### config.mk
export PLATFORM = sky130hd
export DESIGN_NAME = axi4_lite_reg_bank_flat
export DESIGN_NICKNAME = d
export VERILOG_FILES = /design/src/rtl/axi4_lite_reg_bank_if.sv /design/src/rtl/axi4_lite_reg_bank.sv /design/src/flat_wrapper.sv
export SDC_FILE = /design/constraint.sdc
export NUM_CORES = 1
export LEC_CHECK = 0
export ABC_AREA = 1
export ABC_CLOCK_PERIOD_IN_PS = 2600
export CAP_MARGIN = 5
export CORE_MARGIN = 3
export CORE_UTILIZATION = 45
export DETAILED_ROUTE_END_ITERATION = 8
export PLACE_DENSITY = 0.73
export SYNTH_ARGS = -nofsm -noshare
export SYNTH_HDL_FRONTEND = slang
export SYNTH_HIERARCHICAL = 1
export SYNTH_SLANG_ARGS = --single-unit
### constraint.sdc
create_clock -name clk -period 2.6 [get_ports clk]
set_clock_uncertainty 0.1 [all_clocks]
set_input_delay 0.52 -clock clk [delete_from_list [all_inputs] [get_ports clk]]
set_output_delay 0.52 -clock clk [all_outputs]
set_load 0.05 [all_outputs]
### src/rtl/axi4_lite_reg_bank_if.sv
// AXI4-Lite bus bundle shared by the register bank and its masters.
interface ifc_axi4_lite #(
  parameter int ADDR_WIDTH = 32,
  parameter int DATA_WIDTH = 32
) ();
  logic [ADDR_WIDTH-1:0]   awaddr;
  logic [2:0]              awprot;
  logic                    awvalid;
  logic                    awready;
  logic [DATA_WIDTH-1:0]   wdata;
  logic [DATA_WIDTH/8-1:0] wstrb;
  logic                    wvalid;
  logic                    wready;
  logic [1:0]              bresp;
  logic                    bvalid;
  logic                    bready;
  logic [ADDR_WIDTH-1:0]   araddr;
  logic [2:0]              arprot;
  logic                    arvalid;
  logic                    arready;
  logic [DATA_WIDTH-1:0]   rdata;
  logic [1:0]              rresp;
  logic                    rvalid;
  logic                    rready;

  modport master (
    output awaddr, awprot, awvalid, wdata, wstrb, wvalid, bready,
           araddr, arprot, arvalid, rready,
    input  awready, wready, bresp, bvalid, arready, rdata, rresp, rvalid
  );

  modport slave (
    input  awaddr, awprot, awvalid, wdata, wstrb, wvalid, bready,
           araddr, arprot, arvalid, rready,
    output awready, wready, bresp, bvalid, arready, rdata, rresp, rvalid
  );
endinterface

### src/rtl/axi4_lite_reg_bank.sv
// AXI4-Lite slave register bank with per-register write pulses.
// Define AXI4_LITE_REG_BANK_SLVERR_EN to answer out-of-range accesses with SLVERR.
module axi4_lite_reg_bank_reg #(
  parameter int DATA_WIDTH = 32
) (
  input  logic                    clk,
  input  logic                    rst_n,
  input  logic                    i_we,
  input  logic [DATA_WIDTH-1:0]   i_wdata,
  input  logic [DATA_WIDTH/8-1:0] i_wstrb,
  output logic [DATA_WIDTH-1:0]   o_q,
  output logic                    o_pulse
);
  logic [DATA_WIDTH-1:0] r_q;
  logic                  r_pulse;

  always_ff @(posedge clk or negedge rst_n) begin
    if (!rst_n) begin
      r_q     <= '0;
      r_pulse <= 1'b0;
    end else begin
      r_pulse <= i_we;
      if (i_we) begin
        for (int b = 0; b < DATA_WIDTH/8; b++) begin
          if (i_wstrb[b]) r_q[b*8 +: 8] <= i_wdata[b*8 +: 8];
        end
      end
    end
  end

  assign o_q     = r_q;
  assign o_pulse = r_pulse;
endmodule

module axi4_lite_reg_bank #(
  parameter int ADDR_WIDTH = 32,
  parameter int DATA_WIDTH = 32,   // 32 or 64
  parameter int NUM_REGS   = 8     // power of two, >= 2
) (
  input  logic                           clk,
  input  logic                           rst_n,
  ifc_axi4_lite.slave                    s_axi,
  output logic [NUM_REGS*DATA_WIDTH-1:0] reg_out,
  output logic [NUM_REGS-1:0]            wr_pulse
);
  localparam int STRB_W = DATA_WIDTH/8;
  localparam int LSB    = $clog2(STRB_W);
  localparam int IDX_W  = $clog2(NUM_REGS);
  localparam logic [1:0] RESP_OKAY = 2'b00;
`ifdef AXI4_LITE_REG_BANK_SLVERR_EN
  localparam logic [1:0] RESP_OOR  = 2'b10;
`else
  localparam logic [1:0] RESP_OOR  = 2'b00;
`endif

  logic [NUM_REGS-1:0][DATA_WIDTH-1:0] w_regs;
  logic [NUM_REGS-1:0]                 w_pulse;
  logic [NUM_REGS-1:0]                 w_we;

  // ---------------- write path ----------------
  logic                  r_aw_held, r_w_held;
  logic [ADDR_WIDTH-1:0] r_awaddr;
  logic [DATA_WIDTH-1:0] r_wdata;
  logic [STRB_W-1:0]     r_wstrb;
  logic                  r_bvalid;
  logic [1:0]            r_bresp;

  logic                  w_aw_hs, w_w_hs, w_commit, w_wr_in_range;
  logic [ADDR_WIDTH-1:0] w_aw_addr;
  logic [DATA_WIDTH-1:0] w_wdata;
  logic [STRB_W-1:0]     w_wstrb;
  logic [IDX_W-1:0]      w_wr_idx;

  assign s_axi.awready = !r_aw_held && !r_bvalid;
  assign s_axi.wready  = !r_w_held  && !r_bvalid;
  assign w_aw_hs       = s_axi.awvalid && s_axi.awready;
  assign w_w_hs        = s_axi.wvalid  && s_axi.wready;

  // A held beat wins over the bus; the bus value is used only while handshaking.
  assign w_aw_addr     = r_aw_held ? r_awaddr : s_axi.awaddr;
  assign w_wdata       = r_w_held  ? r_wdata  : s_axi.wdata;
  assign w_wstrb       = r_w_held  ? r_wstrb  : s_axi.wstrb;
  assign w_commit      = (r_aw_held || w_aw_hs) && (r_w_held || w_w_hs);
  assign w_wr_idx      = w_aw_addr[LSB +: IDX_W];
  assign w_wr_in_range = (w_aw_addr >> (LSB + IDX_W)) == '0;

  always_ff @(posedge clk or negedge rst_n) begin
    if (!rst_n) begin
      r_aw_held <= 1'b0;
      r_w_held  <= 1'b0;
      r_awaddr  <= '0;
      r_wdata   <= '0;
      r_wstrb   <= '0;
      r_bvalid  <= 1'b0;
      r_bresp   <= RESP_OKAY;
    end else begin
      if (w_aw_hs) r_awaddr <= s_axi.awaddr;
      if (w_w_hs) begin
        r_wdata <= s_axi.wdata;
        r_wstrb <= s_axi.wstrb;
      end
      if (w_commit) begin
        r_aw_held <= 1'b0;
        r_w_held  <= 1'b0;
        r_bvalid  <= 1'b1;
        r_bresp   <= w_wr_in_range ? RESP_OKAY : RESP_OOR;
      end else begin
        if (w_aw_hs) r_aw_held <= 1'b1;
        if (w_w_hs)  r_w_held  <= 1'b1;
        if (r_bvalid && s_axi.bready) r_bvalid <= 1'b0;
      end
    end
  end

  always_comb begin
    w_we = '0;
    if (w_commit && w_wr_in_range) w_we[w_wr_idx] = 1'b1;
  end

  for (genvar gi = 0; gi < NUM_REGS; gi++) begin : g_reg
    axi4_lite_reg_bank_reg #(.DATA_WIDTH(DATA_WIDTH)) u_reg (
      .clk     (clk),
      .rst_n   (rst_n),
      .i_we    (w_we[gi]),
      .i_wdata (w_wdata),
      .i_wstrb (w_wstrb),
      .o_q     (w_regs[gi]),
      .o_pulse (w_pulse[gi])
    );
  end

  assign s_axi.bvalid = r_bvalid;
  assign s_axi.bresp  = r_bresp;
  assign reg_out      = w_regs;
  assign wr_pulse     = w_pulse;

  // ---------------- read path ----------------
  logic                  r_rvalid;
  logic [DATA_WIDTH-1:0] r_rdata;
  logic [1:0]            r_rresp;
  logic                  w_ar_hs, w_rd_in_range;
  logic [IDX_W-1:0]      w_rd_idx;

  assign s_axi.arready = !r_rvalid;
  assign w_ar_hs       = s_axi.arvalid && !r_rvalid;
  assign w_rd_idx      = s_axi.araddr[LSB +: IDX_W];
  assign w_rd_in_range = (s_axi.araddr >> (LSB + IDX_W)) == '0;

  // Sampling the register flops gives the pre-write value on a colliding commit.
  always_ff @(posedge clk or negedge rst_n) begin
    if (!rst_n) begin
      r_rvalid <= 1'b0;
      r_rdata  <= '0;
      r_rresp  <= RESP_OKAY;
    end else if (w_ar_hs) begin
      r_rvalid <= 1'b1;
      r_rdata  <= w_rd_in_range ? w_regs[w_rd_idx] : '0;
      r_rresp  <= w_rd_in_range ? RESP_OKAY : RESP_OOR;
    end else if (r_rvalid && s_axi.rready) begin
      r_rvalid <= 1'b0;
    end
  end

  assign s_axi.rvalid = r_rvalid;
  assign s_axi.rdata  = r_rdata;
  assign s_axi.rresp  = r_rresp;

  logic w_unused;
  assign w_unused = ^{s_axi.awprot, s_axi.arprot, w_aw_addr[LSB-1:0], s_axi.araddr[LSB-1:0]};
endmodule

### src/flat_wrapper.sv
// flat-port wrapper written by rule: the top's interface ports become plain ports
module axi4_lite_reg_bank_flat 
#(
  parameter int ADDR_WIDTH = 32,
  parameter int DATA_WIDTH = 32,              
  parameter int NUM_REGS   = 8                          
)
  (clk, rst_n, reg_out, wr_pulse, s_axi_awaddr, s_axi_awprot, s_axi_awvalid, s_axi_wdata, s_axi_wstrb, s_axi_wvalid, s_axi_bready, s_axi_araddr, s_axi_arprot, s_axi_arvalid, s_axi_rready, s_axi_awready, s_axi_wready, s_axi_bresp, s_axi_bvalid, s_axi_arready, s_axi_rdata, s_axi_rresp, s_axi_rvalid);
  ifc_axi4_lite #(.ADDR_WIDTH(ADDR_WIDTH), .DATA_WIDTH(DATA_WIDTH)) s_axi_i ();
  input  logic clk;
  input  logic rst_n;
  output logic [NUM_REGS*DATA_WIDTH-1:0] reg_out;
  output logic [NUM_REGS-1:0] wr_pulse;
  input wire logic [$bits(s_axi_i.awaddr)-1:0] s_axi_awaddr;
  input wire logic [$bits(s_axi_i.awprot)-1:0] s_axi_awprot;
  input wire logic [$bits(s_axi_i.awvalid)-1:0] s_axi_awvalid;
  input wire logic [$bits(s_axi_i.wdata)-1:0] s_axi_wdata;
  input wire logic [$bits(s_axi_i.wstrb)-1:0] s_axi_wstrb;
  input wire logic [$bits(s_axi_i.wvalid)-1:0] s_axi_wvalid;
  input wire logic [$bits(s_axi_i.bready)-1:0] s_axi_bready;
  input wire logic [$bits(s_axi_i.araddr)-1:0] s_axi_araddr;
  input wire logic [$bits(s_axi_i.arprot)-1:0] s_axi_arprot;
  input wire logic [$bits(s_axi_i.arvalid)-1:0] s_axi_arvalid;
  input wire logic [$bits(s_axi_i.rready)-1:0] s_axi_rready;
  output wire logic [$bits(s_axi_i.awready)-1:0] s_axi_awready;
  output wire logic [$bits(s_axi_i.wready)-1:0] s_axi_wready;
  output wire logic [$bits(s_axi_i.bresp)-1:0] s_axi_bresp;
  output wire logic [$bits(s_axi_i.bvalid)-1:0] s_axi_bvalid;
  output wire logic [$bits(s_axi_i.arready)-1:0] s_axi_arready;
  output wire logic [$bits(s_axi_i.rdata)-1:0] s_axi_rdata;
  output wire logic [$bits(s_axi_i.rresp)-1:0] s_axi_rresp;
  output wire logic [$bits(s_axi_i.rvalid)-1:0] s_axi_rvalid;
  assign s_axi_i.awaddr = s_axi_awaddr;
  assign s_axi_i.awprot = s_axi_awprot;
  assign s_axi_i.awvalid = s_axi_awvalid;
  assign s_axi_i.wdata = s_axi_wdata;
  assign s_axi_i.wstrb = s_axi_wstrb;
  assign s_axi_i.wvalid = s_axi_wvalid;
  assign s_axi_i.bready = s_axi_bready;
  assign s_axi_i.araddr = s_axi_araddr;
  assign s_axi_i.arprot = s_axi_arprot;
  assign s_axi_i.arvalid = s_axi_arvalid;
  assign s_axi_i.rready = s_axi_rready;
  assign s_axi_awready = s_axi_i.awready;
  assign s_axi_wready = s_axi_i.wready;
  assign s_axi_bresp = s_axi_i.bresp;
  assign s_axi_bvalid = s_axi_i.bvalid;
  assign s_axi_arready = s_axi_i.arready;
  assign s_axi_rdata = s_axi_i.rdata;
  assign s_axi_rresp = s_axi_i.rresp;
  assign s_axi_rvalid = s_axi_i.rvalid;
  axi4_lite_reg_bank #(.ADDR_WIDTH(ADDR_WIDTH), .DATA_WIDTH(DATA_WIDTH), .NUM_REGS(NUM_REGS)) u_core (.clk(clk), .rst_n(rst_n), .s_axi(s_axi_i), .reg_out(reg_out), .wr_pulse(wr_pulse));
endmodule
Yosys cells after proc, flatten, opt, wreduce, memory -nomap -nowiden

Cells that the tools add are included.

$lt $le $gt $ge: 3
Multiplexer cells: 17
Reduce and logical (&&, ||, !) cells: 54

Operators with widths:

| kind                                                              | number |
|---|---|
| 2-to-1 mux 32 bit                                                 | 4 |
| binary-select mux 32 bit (select 3 bit)                           | 1 |
| logical NOT 32 bit                                                | 2 |
| AND reduction 2 bit                                               | 32 |
| logical AND 1 bit                                                 | 10 |
| 2-to-1 mux 1 bit                                                  | 9 |
| < comparator 3 x 4 -> 1 bit, second input constant                | 2 |
| 2-to-1 mux 8 bit                                                  | 1 |
| nonzero test 2 bit                                                | 4 |
| logical NOT 1 bit                                                 | 4 |
| 2-to-1 mux 4 bit                                                  | 1 |
| demux 1 bit (select 3 bit)                                        | 1 |
| greater-or-equal comparator 3 x 1 -> 1 bit, second input constant | 1 |
| logical OR 1 bit                                                  | 2 |

Flip-flop bits (word level): 368
Output and inout bits: 305

Longest topological paths before layout

Gate-level depths: netlist (run 1).

Word-level depth: 8
Depth in mapped cells: 13
Mapped depth without buffers: 11

By module

The synthesis (run 1) kept the hierarchy.

Modules (own cells, without submodules):

| module                 | times used | cells each | area an instance (µm²) | seq. area each (µm²) |
|---|---|---|---|---|
| axi4_lite_reg_bank_reg | 8          | 141        | 1316.3                 | 825.8 |
| axi4_lite_reg_bank     | 1          | 1057       | 6989.2                 | 2552.4 |

Least setup slack after synthesis (run 1)

No wires, ideal clock.

Kind: reg2reg
From: register u_core.r_bvalid, in the netlist u_core/s_axi.bvalid
To: register u_core.g_reg[0].u_reg.r_q[0]
Setup time: 0.067 ns
Data arrival time: 2.367 ns
Required time: 2.433 ns
Setup slack: 0.066 ns
Cell stages (with the launch flop): 13
Path buffers: 3
Period minus slack after synthesis: 2.534 ns
Path through: dfrtp_1 nor2_2 nand2_1 buf_6 nand2_4 nand2_2 nor2_4 nand3_4 nor2_1 buf_6 buf_6 nand3_1 nand2_1

Cells in the longest elaborated chain, start to end: 8
Elaborated cells on any way between the ends: 11

Ends and longest elaborated chain:

| what                                 | RTL line                  | RTL |
|---|---|---|
| start: declaration                   | axi4_lite_reg_bank.sv:65  | `logic r_bvalid;` |
| start signal: assignment             | axi4_lite_reg_bank.sv:94  | `r_bvalid <= 1'b0;` |
| start signal: assignment             | axi4_lite_reg_bank.sv:105 | `r_bvalid <= 1'b1;` |
| start signal: assignment             | axi4_lite_reg_bank.sv:110 | `if (r_bvalid && s_axi.bready) r_bvalid <= 1'b0;` |
| logical NOT 1 bit                    | axi4_lite_reg_bank.sv:75  | `assign s_axi.wready = !r_w_held && !r_bvalid;` |
| logical AND 1 bit                    | axi4_lite_reg_bank.sv:75  |  |
| via s_axi_wready                     | flat_wrapper.sv:26        | `output wire logic [$bits(s_axi_i.wready)-1:0] s_axi_wready;` |
| logical AND 1 bit                    | axi4_lite_reg_bank.sv:77  | `assign w_w_hs = s_axi.wvalid && s_axi.wready;` |
| logical OR 1 bit                     | axi4_lite_reg_bank.sv:83  | `assign w_commit = (r_aw_held \|\| w_aw_hs) && (r_w_held \|\| w_w_hs);` |
| logical AND 1 bit                    | axi4_lite_reg_bank.sv:83  |  |
| logical AND 1 bit                    | axi4_lite_reg_bank.sv:117 | `if (w_commit && w_wr_in_range) w_we[w_wr_idx] = 1'b1;` |
| 2-to-1 mux 8 bit                     | axi4_lite_reg_bank.sv:117 |  |
| via u_core.w_we[0]                   | axi4_lite_reg_bank.sv:58  | `logic [NUM_REGS-1:0] w_we;` |
| AND reduction 2 bit (no source line) | -                         |  |
| end signal: indexed assignment       | axi4_lite_reg_bank.sv:25  | `if (i_wstrb[b]) r_q[b*8 +: 8] <= i_wdata[b*8 +: 8];` |
| end: declaration                     | axi4_lite_reg_bank.sv:14  | `logic [DATA_WIDTH-1:0] r_q;` |

The timed path passes the listed nets, and every way through them passes these cells.
A chain may end at the register's enable or synchronous reset.

Worst setup path in the final report (run 1)

From: register u_core.g_reg[2].u_reg.r_q[17]
To: output reg_out[81]

RTL lines:

| what                             | RTL line                 | RTL |
|---|---|---|
| start: declaration               | axi4_lite_reg_bank.sv:14 |  |
| start signal: indexed assignment | axi4_lite_reg_bank.sv:25 |  |
| end: declaration                 | flat_wrapper.sv:12       | `output logic [NUM_REGS*DATA_WIDTH-1:0] reg_out;` |

No word-level cell between the ends.

==> results of run 1 <==
cells by family after synthesis:
| group | after synthesis |
|---|---|
| other | 1 |
| AO/OA/AOI/OAI | 242 |
| buffers and inverters | 201 |
| AND/OR/NAND/NOR | 1353 |
| multiplexers | 22 |
| flip-flops | 366 |
layer usage:
layer / GRT usage (%) / share of wire [%] / up-vias
li1: - / - / 7876
met1: 41.6 / 41 / 8143
met2: 45.0 / 44 / 948
met3: 8.92 / 11 / 129
met4: 10.7 / 3.7 / 2
met5: 0 / 0.021 / -
layout make-up:
type / instances / share of cell area [%]
clock inverters: 16 / 0.856
clock buffers: 51 / 4.70
multi-input cells: 1621 / 30.8
flip-flops and latches: 366 / 38.7
repair buffers: 498 / 21.3
diodes: 1 / 0.0106
inverters: 58 / 0.935
well taps: 511 / 2.70
cells in the mapped netlist (2+ instances only):
library cell	count	share of area (%)
or2_1	2	0.071
clkbuf_2	2	0.057
nor2_1	277	5.9
nand2_1	703	15
nand2_2	34	1.2
buf_6	41	2.6
o21ai_2	3	0.15
buf_1	4	0.086
clkbuf_1	30	0.64
o21ai_0	201	5.7
buf_2	54	1.5
nand3_1	328	9.4
a21oi_1	2	0.057
inv_2	2	0.043
nor2_4	2	0.13
inv_1	55	1.2
buf_4	12	0.51
mux2_2	22	1.4
dfrtp_1	366	52
o21ai_1	5	0.14
o211ai_1	31	1.3
nor2_2	2	0.071
state kept, by name, indices dropped and copies added (netlist names):
name,count
u_core/r_wdata,32
u_core/s_axi.bvalid,1
u_core/g.u_reg/o_pulse,8
u_core/s_axi.rdata,32
u_core/r_awaddr,30
u_core/r_w_held,1
u_core/r_aw_held,1
u_core/r_wstrb,4
u_core/s_axi.rvalid,1
u_core/g.u_reg/o_q,256
stage by stage:
stage	cells	cell area (µm²)	hold slack, ns	setup TNS [ns]	util (%)
floorplan	2188	17500	0.124	0	-
global placement	3053	22400	0.358	0	58.8
detailed placement	3053	22400	0.364	-0.311	58.8
CTS	3121	23700	0.381	0	62.3
global route	3122	23700	0.406	0	62.3
finish	3122	23700	0.376	0	62.3
where the power goes:
part / total (mW) / internal [mW] / switching [mW]
clock: 5.73 / 3.41 / 2.32
sequential: 6.55 / 6.23 / 0.320
combinational: 3.60 / 1.15 / 2.45
total: 15.9 / 10.8 / 5.09
path summary, 6_finish.rpt:
kind	endpoint	start	depth (start not counted)
min in group asynchronous	u_core/r_wdata[11]$_DFFE_PN0P_	rst_n	2
hold / removal	u_core/s_axi.rdata[3]$_DFFE_PN0P_	u_core/s_axi.rdata[3]$_DFFE_PN0P_	2
max in group asynchronous	u_core/g_reg[2].u_reg/o_q[5]$_DFFE_PN0P_	rst_n	3
setup reg to reg	u_core/g_reg[3].u_reg/o_q[11]$_DFFE_PN0P_	u_core/r_aw_held$_DFFE_PN0P_	11
setup / recovery	reg_out[81]	u_core/g_reg[2].u_reg/o_q[17]$_DFFE_PN0P_	1
hold reg to reg	u_core/s_axi.rdata[3]$_DFFE_PN0P_	u_core/s_axi.rdata[3]$_DFFE_PN0P_	2
what timing repair did:
action                                 in CTS  in global routing
endpoints found under the hold margin      55                  0
cloned                                      0                  0
hold buffers                                1                  0
setup endpoints to repair                   2                194
gates resized for setup                     2                  1
==> impl_metrics.yaml, run 1 <==
placed_design:
  place_congestion: 0.923
  portBuffers: 403
  place.detailed.hpwl_um: 44400
  dpl_worst_slack_ns: -0.0288
run_status:
  outcome: "finished, final reports clean"
power_and_ir_drop:
  power_density_nw_per_um2: 670
  max-vdd-ir-drop_v: 0.000964
  fin_total_pwr_mw: 15.9
  p_leak_nw: 11.5
die:
  die-height_um: 203
  initial_core_util_pct: 46.1
  placementRows: 71
  die_w_um: 203
  ios: 418
  die_area_um2: 41300
  core_um2: 38000
setup_path:
  worstPathBufferInverterCount: 1
  path_max_fanout: 3
  ff2ff_setup_slack_ns: 0.24
  cp_cell_sequence: "clkdlybuf4s50_1"
  cp.required_ns: 1.98
  startpoint_type: "register"
  cp.arrival_ns: 1.86
  path_delay_family: "buffers and inverters"
  endpoint_kind: "output pin"
  critPathSlowestCell: "clkdlybuf4s50_1"
  criticalPathCategory: "register to output pin"
  cpPeakStageDelay_ns: 0.92
sta:
  finalSetupViolations: 0
  min_period_ns: 2.48
  final_max_slew_viol_count: 0
  fin_ws_ns: 0.116
  maxSlewHeadroom_pct: 4.68
  worst_pin_slew_ns: 1.41
  min_period_over_period_pct: 95.5
  rsz0062_at_grt: "false"
  max_freq_mhz: 403
  finalHoldViolCount: 0
clock_network:
  cts_setup_buffers: 0
  htreeDepth: 2
  cts_tree: "yes"
  clock_path_buffers: 3
  clockRootBuffer: "clkbuf_16"
  clkTransAtPathRegs_ns: 0.06
  cts.sinks: 366
  cts_made_buffers: 39
  clk_latency_ns: 0.55
final_layout:
  final_common_cell: "nand2_1"
  fillers: 3311
  most-common-layout-cells: "nand2_1 (702), clkdlybuf4s50_1 (396), dfrtp_1 (364)"
  regArea_um2: 9160
  syn_to_final_growth_pct: 35.2
  multi_input_area_um2: 7300
  drive_above_1_share_pct: 9.43
  nNetsFinal: 2697
routing:
  via_count: 17100
  drt_iter0_drc: 1870
  viasPerCell: 5.48
  ant_nets: 0
  dr.pass1.iters: 5
  wl_per_cell_um: 20.2
  finalWirelength_um: 62900
  drc: 0
run:
  maxCapViolCount: 0
grt:
  track_usage_pct: 30.0
  grt_pass1_wl_um: 96900
  antenna_found_initial: 2
  grt_pass1_vias: 16300
  grt_start_max_net_pins: 129
  grt-ovfl-total: 0
synthesis:
  synth_xor_area_share_pct: 0
  synth_warnings: 6
  synth_top_family_by_area: "simple AND/OR/NAND/NOR gates"
  synthesis.area_per_instance_um2: 8.02
  synth-adder-area-share_pct: 0
  synth_compound_area_share_pct: 7.42
  syn-instance-count: 2185
  async_reset_ff_share_pct: 100
  synth_area_um2: 17500
  synth-edff-count: 0
  synth_flop_cell: "dfrtp_1"
  ys_types: 29
  ys_seq_area_share_pct: 52.3
  synth.ff_latch_count: 366
  synth-simple-area-share_pct: 32.1
  synthMuxAreaShare_pct: 1.41
worst_hold_path:
  hp-class: "register to register"
No activity file was read; power rests on OpenSTA's default activity.
==> inputs of run 2 (changes only) <==
--- a/config.mk
+++ b/config.mk
@@ -6,11 +6,12 @@
 export NUM_CORES = 1
 export LEC_CHECK = 0
 export ABC_AREA = 1
-export ABC_CLOCK_PERIOD_IN_PS = 2600
+export ABC_CLOCK_PERIOD_IN_PS = 2400
 export CAP_MARGIN = 5
 export CORE_MARGIN = 3
 export CORE_UTILIZATION = 45
 export DETAILED_ROUTE_END_ITERATION = 8
+export HOLD_SLACK_MARGIN = 0.1
 export PLACE_DENSITY = 0.73
 export SYNTH_ARGS = -nofsm -noshare
 export SYNTH_HDL_FRONTEND = slang
==> constraint.sdc (replaced) <==
create_clock -name clk -period 2.4 [get_ports clk]
set_clock_uncertainty 0.1 [all_clocks]
set_input_delay 0.48 -clock clk [delete_from_list [all_inputs] [get_ports clk]]
set_output_delay 0.48 -clock clk [all_outputs]
set_load 0.05 [all_outputs]
==> run 2 against run 1 <==
- the run now ends with negative setup slack left
- non-clock buffer count rose by 26
- via count increased by 0.32%
- sequential power increased by 8.1%
- clock-buffer cell count grew 4
- routed wire length increased by 0.23%
- clock power up 5.6%
- combinational power increased by 16%
- first-iteration DRC count is 18% lower
- register-to-register slack lost 0.06 ns
- worst hold slack hardly changed
- sequential share of layout area decreased by 0.40 points
- critical path depth unchanged
- critical endpoint is now reg_out[86]
- largest power group unchanged
==> impl_metrics.yaml, run 2 (synthesized netlist as in run 1, its figures left out) <==
run_status:
  outcome: "complete, but fails checks"
  violations: "negative setup slack"
power_and_ir_drop:
  max-vdd-ir-drop_v: 0.000600
  p_leak_nw: 12.5
  fin_total_pwr_mw: 17.3
  power_density_nw_per_um2: 723
die:
  die_w_um: 203
  placementRows: 71
  ios: 418
  die-height_um: 203
  die_area_um2: 41300
  core_um2: 38000
  initial_core_util_pct: 46.1
grt:
  antenna_found_initial: 2
  grt_start_max_net_pins: 76
  grt_pass1_vias: 16600
  track_usage_pct: 30.0
  grt_pass1_wl_um: 96700
  grt-ovfl-total: 0
placed_design:
  portBuffers: 403
  dpl.cell_count: 3079
  place_area_um2: 22600
  place_congestion: 0.965
  place.detailed.hpwl_um: 45100
sta:
  finalHoldViolCount: 0
  maxSlewHeadroom_pct: 57.5
  rsz0062_at_grt: "false"
  min_period_over_period_pct: 100
  final_max_slew_viol_count: 0
  fin_hold_ws_ns: 0.376
  fin_tns_setup_ns: -0.00827
  worst_pin_slew_ns: 0.636
  fin_ws_ns: -0.00827
  max_freq_mhz: 415
  min_period_ns: 2.41
  finalSetupViolations: 1
clock_network:
  clockRootBuffer: "clkbuf_16"
  clk_latency_ns: 0.55
  cts_made_buffers: 41
  cts.sinks: 366
  cts_setup_buffers: 0
  clock_path_buffers: 3
  htreeDepth: 2
  cts_tree: "yes"
  clkTransAtPathRegs_ns: 0.06
routing:
  wl_per_cell_um: 20.0
  viasPerCell: 5.44
  finalWirelength_um: 63100
  drt_iter0_drc: 1525
  ant_nets: 0
  via_count: 17200
  drc: 0
  dr_wl_met3_um: 7070
  dr.pass1.iters: 8
  dr_wl_met2_um: 27800
  top_layer: "met5"
  wl_met1_um: 25200
final_layout:
  most-common-layout-cells: "nand2_1 (702), dfrtp_1 (364), nand3_1 (328)"
  num_antenna_cells: 0
  drive_above_1_share_pct: 10.8
  syn_to_final_growth_pct: 36.6
  nNetsFinal: 2725
  largest_reg_flops: 256
  stdcell_count: 3153
  final_common_cell: "nand2_1"
  fin_area_um2: 23900
setup_path:
  cp.required_ns: 1.82
  critPathSlowestCell: "clkdlybuf4s50_1"
  startpoint_type: "register"
  endpoint_kind: "output pin"
  ff2ff_setup_slack_ns: 0.18
  worstPathBufferInverterCount: 1
  criticalPathCategory: "register to output pin"
  path_delay_family: "buffers and inverters"
  cp_cell_sequence: "clkdlybuf4s50_1"
  cp.arrival_ns: 1.83
  cpPeakStageDelay_ns: 0.91
  path_max_fanout: 3
run:
  maxCapViolCount: 0
worst_hold_path:
  hp-class: "input port to async pin"
[run 2: what timing repair did]
item	4_1_cts	5_1_grt
endpoints found under the setup margin	38	262
gates resized for setup	38	35
hold buffers	1	0
hold endpoints to repair	48	0
cloned	0	0
[run 2: cell type report]
class,instances,area (µm²)
Inverter,58,221
Clock inverter,18,149
Tap cell,511,639
Timing Repair Buffer,524,5310
Sequential cell,366,9160
Clock buffer,55,1140
Multi-Input combinational cell,1621,7310
Fill cell,3380,14100
[run 2: path summary, 6_finish.rpt]
check | startpoint | end | cells after the start
min | rst_n | u_core/g_reg[0].u_reg/o_q[15]$_DFFE_PN0P_ | 2
max | u_core/g_reg[2].u_reg/o_q[22]$_DFFE_PN0P_ | reg_out[86] | 1
min in group clk | u_core/s_axi.rdata[19]$_DFFE_PN0P_ | u_core/s_axi.rdata[19]$_DFFE_PN0P_ | 2
min reg2reg | u_core/s_axi.rdata[19]$_DFFE_PN0P_ | u_core/s_axi.rdata[19]$_DFFE_PN0P_ | 2
max reg2reg | u_core/r_aw_held$_DFFE_PN0P_ | u_core/g_reg[6].u_reg/o_q[11]$_DFFE_PN0P_ | 11
max in group asynchronous | rst_n | u_core/g_reg[6].u_reg/o_q[29]$_DFFE_PN0P_ | 3
[run 2: stage by stage]
stage / setup WS (ns) / utilization (%)
2_1_floorplan: 0.0503 / -
3_3_place_gp: -0.0683 / 59.4
3_5_place_dp: -0.127 / 59.4
4_1_cts: 0.000498 / 62.7
5_1_grt: 0.000551 / 62.9
6_report: -0.00827 / 62.9
[run 2: layer usage]
layer  up-vias  GRT usage [%]
met3       162           8.35
met2       938           44.9
met1      8122           40.8
li1       7928              -
met4         2           13.4
met5         -           1.07
[run 2: power by group]
group / leakage [nW] / switching, mW / total (mW) / internal, mW
Combinational: 6.90 / 2.79 / 4.16 / 1.38
Clock: 0.618 / 2.59 / 6.05 / 3.46
Sequential: 4.99 / 0.329 / 7.08 / 6.75
[run 2: worst reg2reg max path: cells and delay by family (launching register included)]
family / cells / cell delay, ns
buffers and inverters: 2 / 0.28
flip-flops: 1 / 0.48
AND/OR/NAND/NOR: 9 / 1.23
==> inputs of run 3 (changes only) <==
--- a/config.mk
+++ b/config.mk
@@ -6,13 +6,13 @@
 export NUM_CORES = 1
 export LEC_CHECK = 0
 export ABC_AREA = 1
-export ABC_CLOCK_PERIOD_IN_PS = 2400
+export ABC_CLOCK_PERIOD_IN_PS = 2100
 export CAP_MARGIN = 5
 export CORE_MARGIN = 3
 export CORE_UTILIZATION = 45
 export DETAILED_ROUTE_END_ITERATION = 8
 export HOLD_SLACK_MARGIN = 0.1
-export PLACE_DENSITY = 0.73
+export PLACE_DENSITY = 0.76
 export SYNTH_ARGS = -nofsm -noshare
 export SYNTH_HDL_FRONTEND = slang
 export SYNTH_HIERARCHICAL = 1
==> constraint.sdc (replaced) <==
create_clock -name clk -period 2.1 [get_ports clk]
set_clock_uncertainty 0.1 [all_clocks]
set_input_delay 0.42 -clock clk [delete_from_list [all_inputs] [get_ports clk]]
set_output_delay 0.42 -clock clk [all_outputs]
set_load 0.05 [all_outputs]
==> run 3 against run 2 <==
- the flow still finishes with violations (negative setup slack)
- setup slack worse by 0.12 ns
- cell area is 9.1% higher
- sequential power grew 14%
- register-to-register slack worse by 0.31 ns
- non-clock buffer count is 76 higher
- clock-buffer cell count is 7 higher
- global-route usage increased by 1.2 points
- sequential share of layout area fell by 3.2 points
- combinational power up 46%
- routed wire length up 8.8%
- largest power group unchanged
- highest routed layer unchanged
==> impl_metrics.yaml, run 3 (synthesized netlist as in run 1, its figures left out) <==
run_status:
  outcome: "complete, but fails checks"
  violations: "negative setup slack"
placed_design:
  dpl.cell_count: 3111
  place.detailed.hpwl_um: 46600
  place_congestion: 0.931
  portBuffers: 403
  dpl_worst_slack_ns: -0.476
die:
  die_w_um: 203
  die_area_um2: 41300
  ios: 418
  die-height_um: 203
  core_um2: 38000
  initial_core_util_pct: 46.1
  placementRows: 71
routing:
  via_count: 18100
  finalWirelength_um: 68700
  dr.pass1.iters: 8
  ant_nets: 0
  drc: 0
  drt_iter0_drc: 1865
  viasPerCell: 5.60
  wl_per_cell_um: 21.3
clock_network:
  cts_made_buffers: 42
  cts.sinks: 366
  clk_latency_ns: 0.57
  cts_tree: "yes"
  htreeDepth: 2
  clockRootBuffer: "clkbuf_16"
  clock_path_buffers: 3
  clkTransAtPathRegs_ns: 0.06
sta:
  max_freq_mhz: 448
  fin_ws_ns: -0.133
  finalSetupViolations: 238
  min_period_ns: 2.23
  maxSlewHeadroom_pct: 37.6
  min_period_over_period_pct: 106
  worst_pin_slew_ns: 0.936
  finalHoldViolCount: 0
  final_max_slew_viol_count: 0
  rsz0062_at_grt: "true"
  fin_hold_ws_ns: 0.264
power_and_ir_drop:
  fin_total_pwr_mw: 21.4
  max-vdd-ir-drop_v: 0.000965
  p_leak_nw: 13.3
  power_density_nw_per_um2: 819
setup_path:
  cp.required_ns: 2.45
  endpoint_kind: "register"
  path_max_fanout: 8
  startpoint_type: "register"
  cp.arrival_ns: 2.58
  criticalPathCategory: "register to register"
final_layout:
  drive_above_1_share_pct: 31.7
  most-common-layout-cells: "nand2_1 (507), dfrtp_1 (364), buf_4 (283)"
  syn_to_final_growth_pct: 49.0
  stdcell_count: 3231
  num_antenna_cells: 0
  largest_reg_flops: 256
  nNetsFinal: 2803
  final_common_cell: "nand2_1"
grt:
  grt_pass1_vias: 17200
  grt-ovfl-total: 0
  track_usage_pct: 31.2
  grt_pass1_wl_um: 100000
  antenna_found_initial: 2
  grt_start_max_net_pins: 74
run:
  maxCapViolCount: 0
worst_hold_path:
  hp-class: "input port to async pin"
## run 3: cell count changes in the layout (fill, tap and decap cells not counted), moves of 76 or more
cell,change
buf_4,+177
nand2_1,-195
dlygate4sd2_1,+76
clkdlybuf4s50_1,-215
nand2_2,+147
nand3_2,+126
nand3_1,-128
## run 3: stage by stage
stage | util (%) | cell area (µm²) | TNS, ns
floorplan | - | 17600 | -18.54
global placement | 59.1 | 22500 | -78.70
detailed placement | 59.1 | 22500 | -89.16
CTS | 64.9 | 24700 | -5.96
global route | 68.7 | 26100 | -42.27
finish | 68.7 | 26100 | -13.83
## run 3: timing repair
item / in CTS / in global routing
endpoints found under the setup margin: 370 / 259
buffers inserted: 24 / 20
cloned: 5 / 0
gates resized for setup: 283 / 341
hold endpoints to repair: 58 / 0
hold buffers: 1 / 0
pin swaps: 60 / 151
## run 3: where the power goes
group / internal, mW / switching [mW] / total, mW
Sequential: 7.71 / 0.368 / 8.08
Combinational: 2.06 / 4.02 / 6.08
Clock: 4.24 / 2.97 / 7.22
## run 3: area by class of cell
cell class,count,area [µm²]
fillers,2968,11900
flip-flops and latches,366,9160
multi-input cells,1622,8970
repair buffers,600,5790
clock buffers,62,1180
well taps,511,639
inverters,58,226
clock inverters,12,151
## run 3: critical path: stages (launching register included)
cell,delay [ns]
dfrtp_1,0.39
buf_6,0.14
inv_8,0.04
buf_4,0.13
or2_0,0.20
o21ai_2,0.13
inv_2,0.12
nor2_4,0.13
nand2_2,0.10
nor2_4,0.17
buf_12,0.19
nand2_4,0.11
nand2_1,0.10
nand2_1,0.05
## run 3: final timing paths
kind | depth (start not counted) | endpoint | slack, ns | start
hold reg to reg | 2 | u_core/s_axi.rdata[12]$_DFFE_PN0P_ | 0.38 | u_core/s_axi.rdata[12]$_DFFE_PN0P_
min in group clk | 5 | u_core/s_axi.rdata[15]$_DFFE_PN0P_ | 0.28 | s_axi_araddr[3]
hold / removal | 2 | u_core/r_wdata[12]$_DFFE_PN0P_ | 0.26 | rst_n
setup / recovery | 13 | u_core/g_reg[1].u_reg/o_q[7]$_DFFE_PN0P_ | -0.13 | u_core/r_aw_held$_DFFE_PN0P_
setup reg to reg | 13 | u_core/g_reg[1].u_reg/o_q[7]$_DFFE_PN0P_ | -0.13 | u_core/r_aw_held$_DFFE_PN0P_
max in group asynchronous | 3 | u_core/s_axi.rdata[28]$_DFFE_PN0P_ | 0.84 | rst_n
## run 3: metal layers
layer / routed length, µm / global-route usage [%] / part of all wire, % / vias up
met5: 28 / 0 / 0.041 / -
met4: 3230 / 13.8 / 4.7 / 4
met3: 7970 / 9.48 / 12 / 191
met2: 31200 / 47.5 / 45 / 1070
met1: 26200 / 41.4 / 38 / 8711
li1: - / - / - / 8127
